## config.mk

```make
export PLATFORM = sky130hd
export DESIGN_NAME = fetch_stage_flat
export DESIGN_NICKNAME = d
export VERILOG_FILES = /design/src/rtl/fetch_stage_if.sv /design/src/rtl/fetch_stage.sv /design/src/flat_wrapper.sv
export SDC_FILE = /design/constraint.sdc
export NUM_CORES = 1
export LEC_CHECK = 0
export ABC_AREA = 1
export BUFFER_PORTS_ARGS = -buffer_cell sky130_fd_sc_hd__buf_2
export CAP_MARGIN = 20
export CORE_MARGIN = 3
export CORE_UTILIZATION = 53
export DETAILED_ROUTE_END_ITERATION = 7
export GPL_ROUTABILITY_DRIVEN = 0
export GPL_TIMING_DRIVEN = 0
export HOLD_SLACK_MARGIN = 0.08
export PLACE_DENSITY = 0.8
export SLEW_MARGIN = 20
export SYNTH_ARGS = -nofsm -noshare
export SYNTH_HDL_FRONTEND = slang
export SYNTH_SLANG_ARGS = --single-unit
```

## constraint.sdc

```tcl
create_clock -name clk -period 1.97 [get_ports clk]
set_clock_uncertainty 0.05 [all_clocks]
set_input_delay 0.0985 -clock clk [delete_from_list [all_inputs] [get_ports clk]]
set_output_delay 0.0985 -clock clk [all_outputs]
set_load 0.02 [all_outputs]
```

## src/rtl/fetch_stage_if.sv

```systemverilog
// Bundles the fetch stage's control inputs, instruction-memory port and IF/ID outputs.
// master is the fetch stage itself; slave is the surrounding pipeline and memory.
interface fetch_stage_if #(
  parameter int unsigned PC_WIDTH = 64
);
  logic                enable;
  logic                stall;
  logic                flush;
  logic                redirect;
  logic [PC_WIDTH-1:0] redirect_pc;
  logic [PC_WIDTH-1:0] imem_addr;
  logic [31:0]         imem_rdata;
  logic [PC_WIDTH-1:0] id_pc;
  logic [31:0]         id_instr;
  logic [6:0]          id_opcode;
  logic                id_valid;
  logic                misalign_err;
  logic [31:0]         fetch_count;

  modport master (
    input  enable, stall, flush, redirect, redirect_pc, imem_rdata,
    output imem_addr, id_pc, id_instr, id_opcode, id_valid, misalign_err, fetch_count
  );

  modport slave (
    output enable, stall, flush, redirect, redirect_pc, imem_rdata,
    input  imem_addr, id_pc, id_instr, id_opcode, id_valid, misalign_err, fetch_count
  );
endinterface

```

## src/rtl/fetch_stage.sv

```systemverilog
// Instruction fetch stage: owns the PC, drives the instruction memory address and
// captures the fetched instruction plus its PC into the IF/ID register.
module fetch_stage #(
  parameter int unsigned         PC_WIDTH  = 64,
  parameter logic [PC_WIDTH-1:0] RESET_PC  = '0,
  parameter logic [31:0]         NOP_INSTR = 32'h0000_0013
) (
  input logic           clk,
  input logic           rst_n,
  fetch_stage_if.master bus
);

  logic [PC_WIDTH-1:0] pc_q, pc_d;
  logic [PC_WIDTH-1:0] id_pc_q, id_pc_d;
  logic [31:0]         id_instr_q, id_instr_d;
  logic                id_valid_q, id_valid_d;
  logic                misalign_q, misalign_d;
  logic [31:0]         count_q, count_d;
  logic [PC_WIDTH-1:0] pc_inc;

  assign pc_inc = pc_q + PC_WIDTH'(4);

  // Priority: enable=0 > redirect > flush/stall > normal advance.
  always_comb begin
    pc_d       = pc_q;
    id_pc_d    = id_pc_q;
    id_instr_d = id_instr_q;
    id_valid_d = id_valid_q;
    misalign_d = misalign_q;
    count_d    = count_q;
    if (bus.enable) begin
      if (bus.redirect) begin
        pc_d       = {bus.redirect_pc[PC_WIDTH-1:2], 2'b00};
        id_pc_d    = '0;
        id_instr_d = NOP_INSTR;
        id_valid_d = 1'b0;
        if (bus.redirect_pc[1:0] != 2'b00) begin
          misalign_d = 1'b1;
        end
      end else if (bus.flush) begin
        id_pc_d    = '0;
        id_instr_d = NOP_INSTR;
        id_valid_d = 1'b0;
        if (!bus.stall) begin
          pc_d = pc_inc;
        end
      end else if (!bus.stall) begin
        pc_d       = pc_inc;
        id_pc_d    = pc_q;
        id_instr_d = bus.imem_rdata;
        id_valid_d = 1'b1;
        count_d    = count_q + 32'd1;
      end
    end
  end

  always_ff @(posedge clk) begin
    if (!rst_n) begin
      pc_q       <= RESET_PC;
      id_pc_q    <= '0;
      id_instr_q <= NOP_INSTR;
      id_valid_q <= 1'b0;
      misalign_q <= 1'b0;
      count_q    <= '0;
    end else begin
      pc_q       <= pc_d;
      id_pc_q    <= id_pc_d;
      id_instr_q <= id_instr_d;
      id_valid_q <= id_valid_d;
      misalign_q <= misalign_d;
      count_q    <= count_d;
    end
  end

  assign bus.imem_addr    = pc_q;
  assign bus.id_pc        = id_pc_q;
  assign bus.id_instr     = id_instr_q;
  assign bus.id_opcode    = id_instr_q[6:0];
  assign bus.id_valid     = id_valid_q;
  assign bus.misalign_err = misalign_q;
  assign bus.fetch_count  = count_q;

endmodule
```

## src/flat_wrapper.sv

```systemverilog
// flat-port wrapper written by rule: the top's interface ports become plain ports
module fetch_stage_flat 
#(
  parameter int unsigned         PC_WIDTH  = 64,
  parameter logic [PC_WIDTH-1:0] RESET_PC  = '0,
  parameter logic [31:0]         NOP_INSTR = 32'h0000_0013
)
  (clk, rst_n, bus_enable, bus_stall, bus_flush, bus_redirect, bus_redirect_pc, bus_imem_rdata, bus_imem_addr, bus_id_pc, bus_id_instr, bus_id_opcode, bus_id_valid, bus_misalign_err, bus_fetch_count);
  fetch_stage_if #(.PC_WIDTH(PC_WIDTH)) bus_i ();
  input logic clk;
  input logic rst_n;
  input wire logic [$bits(bus_i.enable)-1:0] bus_enable;
  input wire logic [$bits(bus_i.stall)-1:0] bus_stall;
  input wire logic [$bits(bus_i.flush)-1:0] bus_flush;
  input wire logic [$bits(bus_i.redirect)-1:0] bus_redirect;
  input wire logic [$bits(bus_i.redirect_pc)-1:0] bus_redirect_pc;
  input wire logic [$bits(bus_i.imem_rdata)-1:0] bus_imem_rdata;
  output wire logic [$bits(bus_i.imem_addr)-1:0] bus_imem_addr;
  output wire logic [$bits(bus_i.id_pc)-1:0] bus_id_pc;
  output wire logic [$bits(bus_i.id_instr)-1:0] bus_id_instr;
  output wire logic [$bits(bus_i.id_opcode)-1:0] bus_id_opcode;
  output wire logic [$bits(bus_i.id_valid)-1:0] bus_id_valid;
  output wire logic [$bits(bus_i.misalign_err)-1:0] bus_misalign_err;
  output wire logic [$bits(bus_i.fetch_count)-1:0] bus_fetch_count;
  assign bus_i.enable = bus_enable;
  assign bus_i.stall = bus_stall;
  assign bus_i.flush = bus_flush;
  assign bus_i.redirect = bus_redirect;
  assign bus_i.redirect_pc = bus_redirect_pc;
  assign bus_i.imem_rdata = bus_imem_rdata;
  assign bus_imem_addr = bus_i.imem_addr;
  assign bus_id_pc = bus_i.id_pc;
  assign bus_id_instr = bus_i.id_instr;
  assign bus_id_opcode = bus_i.id_opcode;
  assign bus_id_valid = bus_i.id_valid;
  assign bus_misalign_err = bus_i.misalign_err;
  assign bus_fetch_count = bus_i.fetch_count;
  fetch_stage #(.PC_WIDTH(PC_WIDTH), .RESET_PC(RESET_PC), .NOP_INSTR(NOP_INSTR)) u_core (.clk(clk), .rst_n(rst_n), .bus(bus_i));
endmodule
```

-- Yosys cells after proc, flatten, opt, wreduce, memory -nomap -nowiden
Index checks and enable logic that the tools add are counted.
- register bits: 194
- input port bits: 102
- output and inout port bits: 201
- logic and storage cells: 29
- add/sub/neg operators: 2
- eq/ne operators: 2
- muxes and demuxes: 11
- bitwise logic cells: 3
- reduce and logical (&&, ||, !) cells: 5
- operators by type and width (operator ; number):
    $mux 64 ; 5
    $mux 32 ; 3
    $add 64x3->64 const B ; 1
    $add 32x1->32 const B ; 1
    $reduce_and 2->1 ; 2
    $reduce_and 4->1 ; 1
    $mux 1 ; 3
    $ne 3x1->1 const B ; 1
    $not 1->1 ; 3
    $reduce_and 3->1 ; 1
    $ne 2x1->1 const B ; 1
    $reduce_bool 2->1 ; 1

-- Longest topological paths before layout
- depth in word-level cells: 3
- mapped depth: 12

-- Worst setup path before layout
Ideal clock, no wire load.
- kind: register -> register
- start point: register u_core.pc_q[3], in the netlist u_core.bus.imem_addr[3]
- end point: register u_core.pc_q[62], in the netlist u_core.bus.imem_addr[62]
- library setup time: 132 ps
- arrival: 1668 ps
- slack: 120 ps
- stages on the path, launching flop included: 11
- buffers on the path: 0
- clock period less this slack: 1850 ps
- cells stage by stage: dfxtp_1 > ha_1 > nand2_1 > nor2_4 > inv_1 > nor2_2 > nand2_1 > o21ai_0 > nand3_1 > nand2_1 > a21oi_1
- word-level cells in the longest chain between the ends: 3
- ends and longest elaborated chain (what ; RTL line ; source):
    start, declared ; fetch_stage.sv:13 ; logic [PC_WIDTH-1:0] pc_q, pc_d;
    start signal, assigned ; fetch_stage.sv:66 ; pc_q <= pc_d;
    $add 64x3->64 ; fetch_stage.sv:21 ; assign pc_inc = pc_q + PC_WIDTH'(4);
    $mux 64 ; fetch_stage.sv:44, fetch_stage.sv:47 ;
    $mux 64 ; fetch_stage.sv:32 ; if (bus.redirect) begin
No other way between the ends. The select of a mux whose other input is x is not followed.
A chain may end at the register's enable or synchronous reset.

-- Worst setup path in the final report
- start point: register u_core.pc_q[14], in the netlist u_core.bus.imem_addr[14]
- end point: register u_core.pc_q[60], in the netlist u_core.bus.imem_addr[60]
Same word-level chain as after synthesis.

==> results.yml <==
cts:
  root_buffer: "clkbuf_16"
  clk_path_buf_depth: 2
  path_clk_slew_ns: 0.08
  cts_buffers: 17
  cts_max_level: 4
  clock_sinks: 191
  cts_tree: "done"
  clkLatencyLatePin_ns: 0.44
timing:
  setup_viol: 0
  clock.fmax_mhz: 516
  period_needed_ns: 1.94
  fin_crit_sh_pct: 98.4
  finalHoldViolations: 0
  rsz0062_at_grt: "true"
  tightest_slew_ns: 0.900
  hold_ws_ns: 0.111
  drv_slew: 0
  relSlewSlack_pct: 40.0
detailed_routing:
  dr.pass1.iters: 7
  dr.first_iter.drc_count: 1424
  drt_drc_violations_left: 0
  vias_per_cell: 5.49
  vias: 12961
  drt_wl_total_um: 39000
  routedWlPerCell_um: 16.5
  ant_nets: 0
yosys:
  synthDistinctLibCells: 34
  syn-instance-count: 1667
  async_flop_share_pct: 0
  ys_warn_count: 0
  synth_top_cell_by_area: "dfxtp_1"
  synth_top_area_share_pct: 37.4
  avgSynthCellArea_sq_um: 6.14
  ys_seq_elements: 191
  synthFlopType: "dfxtp_1"
  seq_area_frac_synth_pct: 37.4
  synth_edf_count: 0
  synthTopCellsByArea: "dfxtp_1 (37%), nand2_1 (23%), a21oi_1 (9.0%), nor2_1 (8.5%), inv_1 (4.1%)"
  synth_area_sq_um: 10200
global_route:
  grt_pass1_wl_um: 61000
  grt.total_usage_pct: 35.3
  grt.overflow.total: 0
  grt_max_degree: 19
  grt_pass1_vias: 11977
  antenna_found_initial: 0
cells_and_area:
  post-route-util_pct: 74.2
  num-nets-final: 2193
  drive_gt1_share_pct: 23.5
  syn_to_final_growth_pct: 36.7
critical_path:
  crit_type: "reg2reg"
  critPathRequiredTime_ns: 2.28
  cp-start-kind: "register"
  crit_fanout: 6
  end_kind: "register"
  rr_worst_depth: 10
  critPathLaunch: "u_core.bus.imem_addr[14]$_SDFFE_PN0P_"
  reg2reg_from: "u_core.bus.imem_addr[14]$_SDFFE_PN0P_"
  arrival_ns: 2.24
power_and_ir_drop:
  clkPwrFrac_pct: 41.1
  leakage_nw: 5.90
  power.density_nw_per_um2: 646
  p_sw_share_pct: 28.4
  seqPwrFrac_pct: 45.9
  vdd_drop_max_uv: 597
  combPwrFrac_pct: 13.0
  p_switching_w: 0.00256
  fin_total_pwr_w: 0.00903
  internal_power_w: 0.00647
floorplan:
  num_rows: 50
  core_sq_um: 18800
  die_w_um: 145
  die_h_um: 145
  dieArea_sq_um: 21000
  initial_core_util_pct: 54.3
  pin_count: 303
worst_hold_path:
  min_path_type: "in2reg"
  min_path_cells: 6
  worstHoldStart: "bus_flush"
job:
  cap_violations: 0
run_status:
  status: "complete, no violations"
placement:
  io_buffers: 300
  post-dp-hpwl_um: 27700
cells in the final DEF (no fill, tap or decap), types with 6 or more instances in the layout:
cell type      instances
nand2_2               11
dfxtp_2               38
nand4_1               20
nor2_4                17
a21oi_1              183
nor2_1               205
nor2_2                27
nand2_1              615
clkbuf_16             17
buf_2                323
clkbuf_1              32
nand3b_1               6
dlygate4sd3_1         95
inv_6                  6
inv_1                109
xnor2_1                9
dfxtp_1              148
xor2_1                16
o21ai_0               53
buf_1                  8
nor3_1                16
buf_4                 19
nand3_1               70
worst paths after layout:
path                            slack (ns)                                     end
worst max-delay path                  0.03   u_core.bus.imem_addr[60]$_SDFFE_PN0P_
worst min register to register        0.40        u_core.bus.id_pc[1]$_SDFFE_PN0P_
worst min-delay path                  0.11  u_core.bus.fetch_count[3]$_SDFFE_PN0P_
worst max register to register        0.03   u_core.bus.imem_addr[60]$_SDFFE_PN0P_
layout make-up:
type | count | area (sq um)
clock buffer | 17 | 425
clock inverter | 14 | 195
antenna | 1 | 2.50
sequential | 191 | 3890
tap | 260 | 325
timing repair buffer | 402 | 2520
fill | 1526 | 4850
multi-input combinational | 1282 | 5800
buffer | 80 | 394
inverter | 115 | 432
metal layers:
layer	up-vias	track usage, %	wire, um
li1	6133	-	-
met1	5818	44.5	14400
met2	833	58.6	18300
met3	177	6.03	4310
met4	0	17.4	2000
met5	-	0	0
power groups by stage:
stage	Combinational [W]	Clock, W	Sequential [W]
4_1_cts	0.00114	0.00374	0.00412
2_1_floorplan	0.000482	0	0.00427
3_5_place_dp	0.000977	0	0.00421
3_3_place_gp	0.000968	0	0.00421
6_report	0.00118	0.00371	0.00414
5_1_grt	0.00126	0.00390	0.00415
cells in the mapped netlist, types with 6 or more instances:
master and number:
xnor2_1 9, dfxtp_1 191, xor2_1 16, buf_2 26
nand2_1 621, inv_1 111, a21oi_1 183, clkbuf_1 34
buf_1 7, nand3_1 74, nor3_1 18, nor2_2 11
nor2_4 6, nor2_1 232, nand4_1 20, o21ai_0 54
buf_4 13, nand3b_1 6
logic make-up after synthesis:
family,share of synthesized area (%)
simple gates,39.5
fa+ha+maj,0.245
flops,37.4
buf+inv,7.95
compound gates,12.8
xor+xnor,2.14
other cells,0.0367
registers in the layout (all words and copies together), names as in the netlist:
name,cells
u_core.bus.fetch_count,32
u_core.bus.id_instr,32
u_core.bus.id_pc,63
u_core.bus.id_valid,1
u_core.bus.imem_addr,62
u_core.bus.misalign_err,1
stage by stage:
stage               cell area, sq um  setup WS, ns  setup TNS (ns)  instances
floorplan                      10200         0.120               0       1668
global placement               12100        -0.197           -1.00       2228
detailed placement             12100        -0.249           -1.57       2228
CTS                            13700       -0.0139         -0.0195       2357
global route                   14000        -0.102          -0.581       2361
finish                         14000        0.0313               0       2362
critical path, cell delays in order, from the launching register on:
cell	delay, ns
dfxtp_2	0.40
nand2_1	0.19
nor2_1	0.26
nand2_2	0.14
inv_1	0.11
nand2_1	0.06
nor2_2	0.16
nand3_1	0.10
nand3_1	0.17
nand2_1	0.07
a21oi_1	0.15
timing repair:
item,4_1_cts,5_1_grt
gates resized for setup,25,90
buffers inserted,3,4
hold buffers,95,0
endpoints found under the setup margin,30,123
pin swaps,4,5
hold endpoints to repair,93,0
Power figures use the tool's default switching activity.
